File: src/rtl/pci_arb_pkg.sv
// rtl/pci_arb_pkg.sv - shared types, defaults and helpers for the N-master PCI arbiter
package pci_arb_pkg;

  typedef enum logic [1:0] {
    IDLE,
    GRANT,
    XFER,
    GAP
  } arb_state_e;

  localparam int DEF_GNT_TIMEOUT = 16;
  localparam int DEF_AGE_W       = 4;

  function automatic int clog2(input int value);
    int r;
    r = 0;
    while ((1 << r) < value) r++;
    return r;
  endfunction

endpackage

File: src/rtl/pci_arb_pick.sv
// rtl/pci_arb_pick.sv - combinational winner selector: fixed priority or oldest-age-first
module pci_arb_pick
  import pci_arb_pkg::*;
#(
  parameter int N     = 4,
  parameter int AGE_W = DEF_AGE_W,
  parameter int IDX_W = clog2(N)
) (
  input  logic [N-1:0]       req_i,
  input  logic [N*AGE_W-1:0] age_i,
  input  logic               mode_i,
  output logic [IDX_W-1:0]   win_idx_o,
  output logic               win_vld_o
);

  logic [AGE_W-1:0] best_age;

  // Scanning upward with a strict compare keeps ties on the lowest index.
  always_comb begin
    win_idx_o = '0;
    win_vld_o = 1'b0;
    best_age  = '0;
    for (int i = 0; i < N; i++) begin
      if (req_i[i]) begin
        if (!win_vld_o || (mode_i && (age_i[i*AGE_W +: AGE_W] > best_age))) begin
          win_vld_o = 1'b1;
          win_idx_o = IDX_W'(i);
          best_age  = age_i[i*AGE_W +: AGE_W];
        end
      end
    end
  end

endmodule

File: src/rtl/pci_arbiter_n.sv
// rtl/pci_arbiter_n.sv - central PCI arbiter for N masters with hidden arbitration,
// grant gap, idle-grant timeout, optional parking and owner reporting
module pci_arbiter_n
  import pci_arb_pkg::*;
#(
  parameter int N_MASTERS   = 4,
  parameter int AGE_W       = DEF_AGE_W,
  parameter int GNT_TIMEOUT = DEF_GNT_TIMEOUT,
  parameter bit PARK_EN     = 1'b1,
  parameter int PARK_IDX    = 0,
  localparam int OW         = clog2(N_MASTERS)
) (
  input  logic                 Clk,
  input  logic                 Rst_n,
  input  logic [N_MASTERS-1:0] REQ_n,
  input  logic                 FRAME_n,
  input  logic                 IRDY_n,
  input  logic                 Mode,
  output logic [N_MASTERS-1:0] GNT_n,
  output logic [OW-1:0]        Owner,
  output logic                 Owner_valid,
  output logic                 Bus_idle
);

  localparam int TW = clog2(GNT_TIMEOUT + 1);
  localparam logic [TW-1:0]    TMO_LAST = TW'(GNT_TIMEOUT - 1);
  localparam logic [AGE_W-1:0] AGE_MAX  = '1;

  arb_state_e                 state_q, state_d;
  logic [OW-1:0]              win_q, win_d;
  logic                       parked_q, parked_d;
  logic [TW-1:0]              timer_q, timer_d;
  logic [N_MASTERS-1:0]       gnt_n_q, gnt_n_d;
  logic [N_MASTERS*AGE_W-1:0] age_q, age_d;
  logic [OW-1:0]              owner_q, owner_d;
  logic                       owner_vld_q, owner_vld_d;
  logic                       bus_idle_q;

  logic [N_MASTERS-1:0] req, win_oh, pick_req;
  logic [OW-1:0]        pick_idx, gnt_idx;
  logic                 pick_vld, frame_start, bus_idle_now;
  logic                 others_req, lower_req, req_w, gnt_any;

  assign req          = ~REQ_n;
  assign win_oh       = N_MASTERS'(1) << win_q;
  assign frame_start  = ~FRAME_n & bus_idle_q;
  assign bus_idle_now = FRAME_n & IRDY_n;
  assign others_req   = |(req & ~win_oh);
  assign lower_req    = |(req & (win_oh - N_MASTERS'(1)));
  assign req_w        = |(req & win_oh);
  // During a transfer the current owner is excluded so hidden arbitration hands over.
  assign pick_req     = (state_q == XFER) ? (req & ~win_oh) : req;

  pci_arb_pick #(
    .N     (N_MASTERS),
    .AGE_W (AGE_W),
    .IDX_W (OW)
  ) u_pick (
    .req_i     (pick_req),
    .age_i     (age_q),
    .mode_i    (Mode),
    .win_idx_o (pick_idx),
    .win_vld_o (pick_vld)
  );

  always_comb begin
    state_d  = state_q;
    win_d    = win_q;
    parked_d = parked_q;
    timer_d  = '0;
    unique case (state_q)
      IDLE, GAP: begin
        if (pick_vld) begin
          state_d  = GRANT;
          win_d    = pick_idx;
          parked_d = 1'b0;
        end else if (PARK_EN) begin
          state_d  = GRANT;
          win_d    = OW'(PARK_IDX);
          parked_d = 1'b1;
        end else begin
          state_d  = IDLE;
        end
      end
      GRANT: begin
        timer_d = (bus_idle_q && !parked_q) ? timer_q + TW'(1) : timer_q;
        if (frame_start) begin
          state_d = XFER;
        end else if (parked_q) begin
          if (|req) state_d = GAP;
        end else if (!req_w || (bus_idle_q && (timer_q == TMO_LAST)) ||
                     (!Mode && bus_idle_q && lower_req)) begin
          state_d = GAP;
        end
      end
      XFER: begin
        if (others_req) begin
          state_d  = GAP;
          win_d    = pick_idx;
          parked_d = 1'b0;
        end else if (bus_idle_now) begin
          state_d  = req_w ? GRANT : IDLE;
          parked_d = 1'b0;
        end
      end
      default: state_d = IDLE;
    endcase
  end

  assign gnt_n_d = ((state_d == GRANT) || (state_d == XFER)) ? ~(N_MASTERS'(1) << win_d)
                                                              : '1;

  always_comb begin
    age_d = '0;
    for (int i = 0; i < N_MASTERS; i++) begin
      if (req[i] && gnt_n_q[i]) begin
        age_d[i*AGE_W +: AGE_W] = (age_q[i*AGE_W +: AGE_W] == AGE_MAX) ? AGE_MAX
                                : age_q[i*AGE_W +: AGE_W] + AGE_W'(1);
      end
    end
  end

  always_comb begin
    gnt_idx = '0;
    for (int i = N_MASTERS - 1; i >= 0; i--) begin
      if (!gnt_n_q[i]) gnt_idx = OW'(i);
    end
  end
  assign gnt_any = ~&gnt_n_q;

  // Owner is whoever held the grant on the cycle before FRAME# fell on an idle bus.
  always_comb begin
    owner_d     = owner_q;
    owner_vld_d = owner_vld_q;
    if (frame_start) begin
      owner_vld_d = gnt_any;
      if (gnt_any) owner_d = gnt_idx;
    end else if (bus_idle_now) begin
      owner_vld_d = 1'b0;
    end
  end

  always_ff @(posedge Clk) begin
    if (!Rst_n) begin
      state_q     <= IDLE;
      win_q       <= '0;
      parked_q    <= 1'b0;
      timer_q     <= '0;
      gnt_n_q     <= '1;
      age_q       <= '0;
      owner_q     <= '0;
      owner_vld_q <= 1'b0;
      bus_idle_q  <= 1'b1;
    end else begin
      state_q     <= state_d;
      win_q       <= win_d;
      parked_q    <= parked_d;
      timer_q     <= timer_d;
      gnt_n_q     <= gnt_n_d;
      age_q       <= age_d;
      owner_q     <= owner_d;
      owner_vld_q <= owner_vld_d;
      bus_idle_q  <= bus_idle_now;
    end
  end

  assign GNT_n       = gnt_n_q;
  assign Owner       = owner_q;
  assign Owner_valid = owner_vld_q;
  assign Bus_idle    = bus_idle_q;

endmodule

File: config.mk
export PLATFORM = sky130hd
export DESIGN_NAME = pci_arbiter_n
export DESIGN_NICKNAME = d
export VERILOG_FILES = /design/src/rtl/pci_arb_pkg.sv /design/src/rtl/pci_arb_pick.sv /design/src/rtl/pci_arbiter_n.sv
export SDC_FILE = /design/constraint.sdc
export NUM_CORES = 1
export LEC_CHECK = 0
export CAP_MARGIN = 25
export CORE_MARGIN = 1
export CORE_UTILIZATION = 40
export CTS_CLUSTER_DIAMETER = 80
export DETAILED_ROUTE_END_ITERATION = 7
export GPL_TIMING_DRIVEN = 0
export HOLD_SLACK_MARGIN = 0.15
export PLACE_DENSITY = 0.67
export SYNTH_ARGS = -nofsm -noshare
export SYNTH_HDL_FRONTEND = slang
export SYNTH_SLANG_ARGS = --single-unit
File: constraint.sdc
create_clock -name Clk -period 6.4 [get_ports Clk]
set_clock_uncertainty 0.15 [all_clocks]
set_input_delay 1.28 -clock Clk [delete_from_list [all_inputs] [get_ports Clk]]
set_output_delay 1.28 -clock Clk [all_outputs]
set_load 0.01 [all_outputs]
==> results.md, run 1 <==
* Cell Int Power at about 390 µW
* CP max FO at 8
* Die Span Y at 75.65 µm
* Largest net degree at the start of global routing at 11
* Critical Path RT at 6410 ps
* FMAX at 0.1740 GHz
* Max_cap viols at 0
* DRT iter0 DRCs at 77
* Max H-tree Level at 2
* CP startpoint kind: primary input
* NetSw at 185.4 µW
* Post-Syn Instances at roughly 270
* Worst-Margin Slew at between 400 and 500 ps
* TritonCTS clock tree: yes
* Clock transition at the registers of the reported paths at 70 ps
* Nets at 319
* Syn avg cell area at about 8.1 µm²
* Ant. Diodes at 0
* Crit. End Element: flip-flop
* Ys flop type: dfxtp_1
* Placed cell area at roughly 0.0024 mm²
* Combinational share of power at 0.283
* Routability cong. at just over 0.8
* Clock sinks at 34
* Die area at 0.005722 mm²
* Total Wirelength at roughly 4500 µm
* Sequential power share at 0.426
* Overall fraction of global-route tracks in use at 0.1743
* Final total negative setup slack at 0 ps
* Drt pass-1 iters at 4
* Outcome: completed
* EDFF count, synth at 0
* Final Setup Violations at 0
* Setup ws final at 653.7 ps
* Clk buf depth at 2
* Total number of vias at roughly 2000
* Synthesis warning total at 0
* #FFs+latches synth at 34
* FP Rows at 26
* Slew headroom at 0.7022
* Syn_nets at between 200 and 300
* Layout cells sized above 1 at 0.08591
* Vias per inst at 5.388
* Critical path type: in -> reg
* Post-Place Setup Slack at -176.9 ps
* FF/Latch Area at a little under 700 µm²
* Post-synthesis cell type count at 48
* Total global routing overflow at 0
* Sw frac at 0.3248
* Unrepaired setup endpoints after global routing: no
* CTS buffer count at 5
* Fin area at about 0.0025 mm²
* Worst IR Drop VDD at 0.1454 mV
* Fin crit share at 0.8979
* Hold Path Class: reg -> reg
* Clock share of power at 0.290
* Arr. time, crit path at 5760 ps
* Core Area at approximately 0.0052 mm²
* Initial Utilization at 0.4194
* Hold_buf cts at 0
* Seq/Total Area, Yosys at 0.3137
* P per Cell Area at about 230 mW/mm²
* Post-DP HPWL at around 3400 µm
* Clock latency on the worst-skew pair at about 280 ps
* Initial antenna violation count at 0
* Number of global-route vias before repair at approximately 1700
* Hold Vio Cnt, Final at 0
* Post-Syn Area at ~0.0022 mm²
* First-pass GRT wire length at approximately 7700 µm
* Port buffer count at 14
* Wire length per cell at 12.35 µm
* Die X at roughly 76 µm
* Leakage power at just under 1 nW
* Multi-input gate area at between 0.001 and 0.0015 mm²
* Final max-slew violation count at 0
* CTS root buf: clkbuf_8
* # DRC at 0
* Fill count at between 500 and 600
* Ys async rst share at 0
* Area grow syn2layout at 15.69%
* Final Critical Period at around 5700 ps
* I/O pin total at 17
* Remaining antenna violation count at 0
## area by class of cell
type | instances | area share
clock buffers | 7 | 0.03440
plain buffers | 8 | 0.01595
multi-input cells | 205 | 0.5503
clock inverters | 1 | 0.001994
well taps | 70 | 0.03490
inverters | 21 | 0.03141
flip-flops and latches | 34 | 0.2712
repair buffers | 15 | 0.05982
## flip-flops by register name, summed over array words and instances, names as in the netlist
register     flops
win_q            2
Owner_valid      1
parked_q         1
age_q           16
Bus_idle         1
state_q          2
GNT_n            4
Owner            2
timer_q          5
## critical path, cell delays in order
cell,delay (ps)
dlymetal6s2s_1,250
a21oi_4,230
nand2_1,110
ha_1,290
nor2b_1,130
o211ai_1,160
a21oi_1,100
o21ai_2,250
mux2_2,390
ha_1,300
a21oi_1,160
o21ai_0,140
a31oi_2,390
mux2_2,380
ha_1,270
inv_1,40
o221ai_1,180
a31o_2,190
o21ai_0,90
a22o_1,260
nand3b_1,170
## final timing paths
kind / start / endpoint / slack [ps] / cells past startpoint
min reg2reg: parked_q$_SDFFE_PN0P_ / parked_q$_SDFFE_PN0P_ / 340 / 2
max: REQ_n[0] / GNT_n[2]$_SDFF_PN1_ / 650 / 21
max reg2reg: state_q[0]$_SDFF_PN0_ / GNT_n[2]$_SDFF_PN1_ / 990 / 23
min: parked_q$_SDFFE_PN0P_ / parked_q$_SDFFE_PN0P_ / 340 / 2
## stage by stage
| stage | util | std cells | power [mW] | hold slack (ps) |
|---|---|---|---|---|
| after floorplan | - | 268 | 0.3623 | 300.3 |
| after global placement | 0.4635 | 352 | 0.4047 | 323.2 |
| after detailed placement | 0.4635 | 352 | 0.4058 | 328.9 |
| after CTS | 0.4811 | 360 | 0.5735 | 339.7 |
| after global routing | 0.4852 | 361 | 0.6090 | 362.6 |
| final | 0.4852 | 361 | 0.5707 | 340.1 |
## synthesized netlist by cell type (all sizes together) (3+ instances only)
library cell | number | share of area
a31o | 3 | 0.012
inv | 21 | 0.036
a211oi | 5 | 0.023
mux2 | 4 | 0.021
nor2b | 4 | 0.012
buf | 3 | 0.0098
nor2 | 22 | 0.038
nand3 | 13 | 0.030
a21oi | 24 | 0.057
nand2 | 29 | 0.054
mux2i | 4 | 0.018
nand4 | 3 | 0.0087
nor3 | 10 | 0.023
o21ai | 10 | 0.023
dfxtp | 34 | 0.31
clkbuf | 5 | 0.0087
a31oi | 6 | 0.020
nor3b | 3 | 0.010
nand3b | 6 | 0.021
o22ai | 3 | 0.0087
nand2b | 6 | 0.017
ha | 20 | 0.12
a221oi | 4 | 0.024
## layout by cell type (no fill, tap or decap), types with 2 or more instances in the layout
cell type	count
dfxtp_1	34
nand3_1	13
clkbuf_1	6
a31o_2	3
nor2_1	22
a21boi_0	2
mux2_2	4
nand2b_1	6
clkdlybuf4s50_1	13
o21ai_0	9
nand2_1	28
nor2b_1	4
and3_1	2
nand4_1	3
o211ai_1	2
clkbuf_8	6
o22ai_1	3
a221oi_1	3
mux2i_1	4
ha_1	20
nor3_1	10
a211oi_1	4
and2_1	2
xor2_1	2
nor3b_1	3
buf_2	2
a22oi_1	2
a21o_1	2
a22o_1	2
inv_1	21
nand3b_1	6
a21oi_1	23
a31oi_1	5
## kinds of logic after synthesis
logic type	Yosys count	synth area share
buf+inv	29	0.05479
mux	8	0.03921
compound gates	71	0.2284
xor+xnor	3	0.01211
fa+ha+maj	20	0.1153
flops	34	0.3137
simple gates	103	0.2364
## metal layers
layer	up-vias	routed length, µm	GRT usage
met3	5	171	0.04101
met2	36	2009	0.2698
met4	0	34	0.04321
li1	1009	-	-
met1	895	2242	0.2446
met5	-	0	0
## timing repair
item / 4_1_cts / 5_1_grt
resized for setup: 0 / 3
setup endpoints to repair: 0 / 6
setup buffers: 0 / 1
## power by group through the flow
| stage | clock (mW) | combinational (mW) | sequential [mW] |
|---|---|---|---|
| detailed placement | 0 | 0.158 | 0.248 |
| CTS | 0.171 | 0.159 | 0.243 |
| finish | 0.166 | 0.162 | 0.243 |
| global placement | 0 | 0.157 | 0.248 |
| global route | 0.182 | 0.181 | 0.245 |
| floorplan | 0 | 0.116 | 0.247 |
Power figures use the tool's default switching activity.
==> run 2: changes to the inputs <==
--- a/config.mk
+++ b/config.mk
@@ -13,6 +13,7 @@
 export GPL_TIMING_DRIVEN = 0
 export HOLD_SLACK_MARGIN = 0.15
 export PLACE_DENSITY = 0.67
+export SKIP_CTS_REPAIR_TIMING = 1
 export SYNTH_ARGS = -nofsm -noshare
 export SYNTH_HDL_FRONTEND = slang
 export SYNTH_SLANG_ARGS = --single-unit
==> results of run 2 <==
Same layout as run 1: the final DEF is identical, and so are final timing and power.
==> run 3: changes to the inputs <==
--- a/config.mk
+++ b/config.mk
@@ -13,6 +13,7 @@
 export GPL_TIMING_DRIVEN = 0
 export HOLD_SLACK_MARGIN = 0.15
 export PLACE_DENSITY = 0.67
+export REMOVE_ABC_BUFFERS = 1
 export SKIP_CTS_REPAIR_TIMING = 1
 export SYNTH_ARGS = -nofsm -noshare
 export SYNTH_HDL_FRONTEND = slang
==> run 3 against run 2 <==
Combinational power down 6%. Core utilization fell by 0.31 points. Largest power group unchanged. Fmax increased by 0.66%. First-iteration DRC count shrank 3.9%. Design area shrank 0.65%. Critical path depth increased by 3. Clock power barely moved. Cell count fell by 1.7%. Clock-buffer cell count fell by 1. Global-route usage rose by 0.42 points.
==> results.md, run 3 (synthesized netlist as in run 1, its figures left out) <==
* TritonCTS clock tree: yes
* GR Util met1 at 0.2411 (-0.003481)
* FP Rows at 26 (unchanged)
* Hold Path Class: reg -> reg
* Max reg flops at 16 (unchanged)
* Vias per inst at 5.228 (-3.0%)
* Initial antenna violation count at 0 (unchanged)
* Total Wirelength at 4368 µm (-2.0%)
* Routability cong. at 0.8044 (-1.4%)
* Clock sinks at 34 (unchanged)
* Final total negative setup slack at 0 ps (unchanged)
* Die Span Y at 75.65 µm (unchanged)
* RR Startpoint: state_q[0]$_SDFF_PN0_
* Wire length per cell at 12.30 µm (-0.36%)
* Leakage power at 0.9802 nW (-1.5%)
* Max H-tree Level at 2 (unchanged)
* FMAX at 0.1752 GHz (+0.66%)
* Total number of vias at 1856 (-4.6%)
* Largest net degree at the start of global routing at 14 (+3)
* P per Cell Area at 227.3 mW/mm² (about the same)
* Slew headroom at 0.6593 (-0.04289)
* Crit. End Element: flip-flop
* Overall fraction of global-route tracks in use at 0.1786 (+0.004240)
* First-pass GRT wire length at 7714 µm (+0.46%)
* Worst IR Drop VDD at 0.1204 mV (-17%)
* CTS root buf: clkbuf_8
* Critical path type: in -> reg
* Post-layout util at 0.4821 (-0.003144)
* Layout cells sized above 1 at 0.08070 (-0.005209)
* Final Setup Violations at 0 (unchanged)
* HP Start: age_q[4]$_SDFF_PN0_
* Clk buf depth at 2 (unchanged)
* Nets at 313 (-1.9%)
* Initial Utilization at 0.4194 (unchanged)
* Critical Path RT at 6410 ps (about the same)
* Unrepaired setup endpoints after global routing: no
* Total global routing overflow at 0 (unchanged)
* Multi-input gate area at 0.001381 mm² (unchanged)
* Fin crit share at 0.8919 (-0.005919)
* M2 GR Usage at 0.2788 (+0.008929)
* CP startpoint kind: primary input
* Core Area at 0.005172 mm² (unchanged)
* Hold Vio Cnt, Final at 0 (unchanged)
* Post-DP HPWL at 3324 µm (-1.5%)
* Outcome: completed
* Met3 Usage GRT at 0.04365 (+0.002646)
* Most common cell after layout, fill and taps aside: dfxtp_1
* Commonest cells after routing, fill and taps aside: dfxtp_1 (34), nand2_1 (28), a21oi_1 (23), nor2_1 (22), inv_1 (21)
* Clock transition at the registers of the reported paths at 70 ps (about the same)
* DRT iter0 DRCs at 74 (-3.9%)
* Max_cap viols at 0 (unchanged)
* FF/Latch Area at 680.7 µm² (unchanged)
* Gr busiest metal: met2
* Fill count at 508 (-0.97%)
* Remaining antenna violation count at 0 (unchanged)
* Beginning of the critical path: REQ_n[0]
* Die area at 0.005722 mm² (unchanged)
* Final Critical Period at 5708 ps (-37.88 ps)
* Die X at 75.65 µm (unchanged)
* # DRC at 0 (unchanged)
* Clock latency on the worst-skew pair at 280 ps (about the same)
* CTS buffer count at 5 (unchanged)
* Drt pass-1 iters at 4 (unchanged)
* Arr. time, crit path at 5720 ps (-40 ps)
* Number of global-route vias before repair at 1714 (+1.7%)
* Hold_ws at 335.6 ps (-4.498 ps)
* Largest register by flop count: age_q
* Worst-Margin Slew at 510.4 ps (+63.64 ps)
* CP max FO at 8 (unchanged)
* Port buffer count at 16 (+2)
* Final max-slew violation count at 0 (unchanged)
* Tot Pwr at 566.7 µW (-0.70%)
* Ant. Diodes at 0 (unchanged)
* Area grow syn2layout at 14.94%
* I/O pin total at 17 (unchanged)
## run 3: area by class of cell
type                            count  share of cell area
Clock buffer                        6             0.03312
Clock inverter                      2            0.005018
Inverter                           21             0.03161
Multi-Input combinational cell    205              0.5539
Sequential cell                    34              0.2730
Tap cell                           70             0.03512
Timing Repair Buffer               17             0.06824
## run 3: stage by stage
| stage | instances | cell area [µm²] | setup slack (ps) |
|---|---|---|---|
| after floorplan | 260 | 2130 | 990.1 |
| after global placement | 346 | 2377 | -221.7 |
| after detailed placement | 346 | 2377 | -227.4 |
| after CTS | 354 | 2472 | 46.35 |
| after global routing | 355 | 2494 | 259.5 |
| final | 355 | 2494 | 691.5 |
## run 3: worst paths after layout
path | to | depth (start not counted) | slack [ps]
setup / recovery | GNT_n[0]$_SDFF_PN1_ | 24 | 690
hold / removal | age_q[4]$_SDFF_PN0_ | 1 | 340
setup reg to reg | GNT_n[0]$_SDFF_PN1_ | 26 | 910
hold reg to reg | age_q[4]$_SDFF_PN0_ | 1 | 340
## run 3: routing by layer
metal / wire length [µm] / vias up / share of wire
met5: 0 / - / 0
met3: 134 / 2 / 0.031
met4: 29 / 0 / 0.0066
li1: - / 995 / -
met1: 2258 / 835 / 0.52
met2: 1946 / 24 / 0.45
## run 3: critical path, stage by stage
cell,delay (ps)
dlymetal6s2s_1,270
a21oi_4,230
nand2_1,100
ha_1,290
nor2b_1,130
o211ai_1,150
a21oi_1,100
o21ai_2,270
mux2_2,400
ha_1,290
nand2_1,70
o21ai_0,310
a31oi_2,130
buf_4,170
nand2_1,50
o21ai_0,70
ha_1,290
a21oi_1,130
o22ai_1,90
o221ai_1,170
a31o_2,180
o21ai_0,100
a22o_1,260
nand3b_1,170
## run 3: report_power, final
group / total, mW / internal (mW) / switching [mW]
Sequential: 0.248 / 0.227 / 0.0209
Clock: 0.166 / 0.0864 / 0.0794
Combinational: 0.153 / 0.0703 / 0.0830
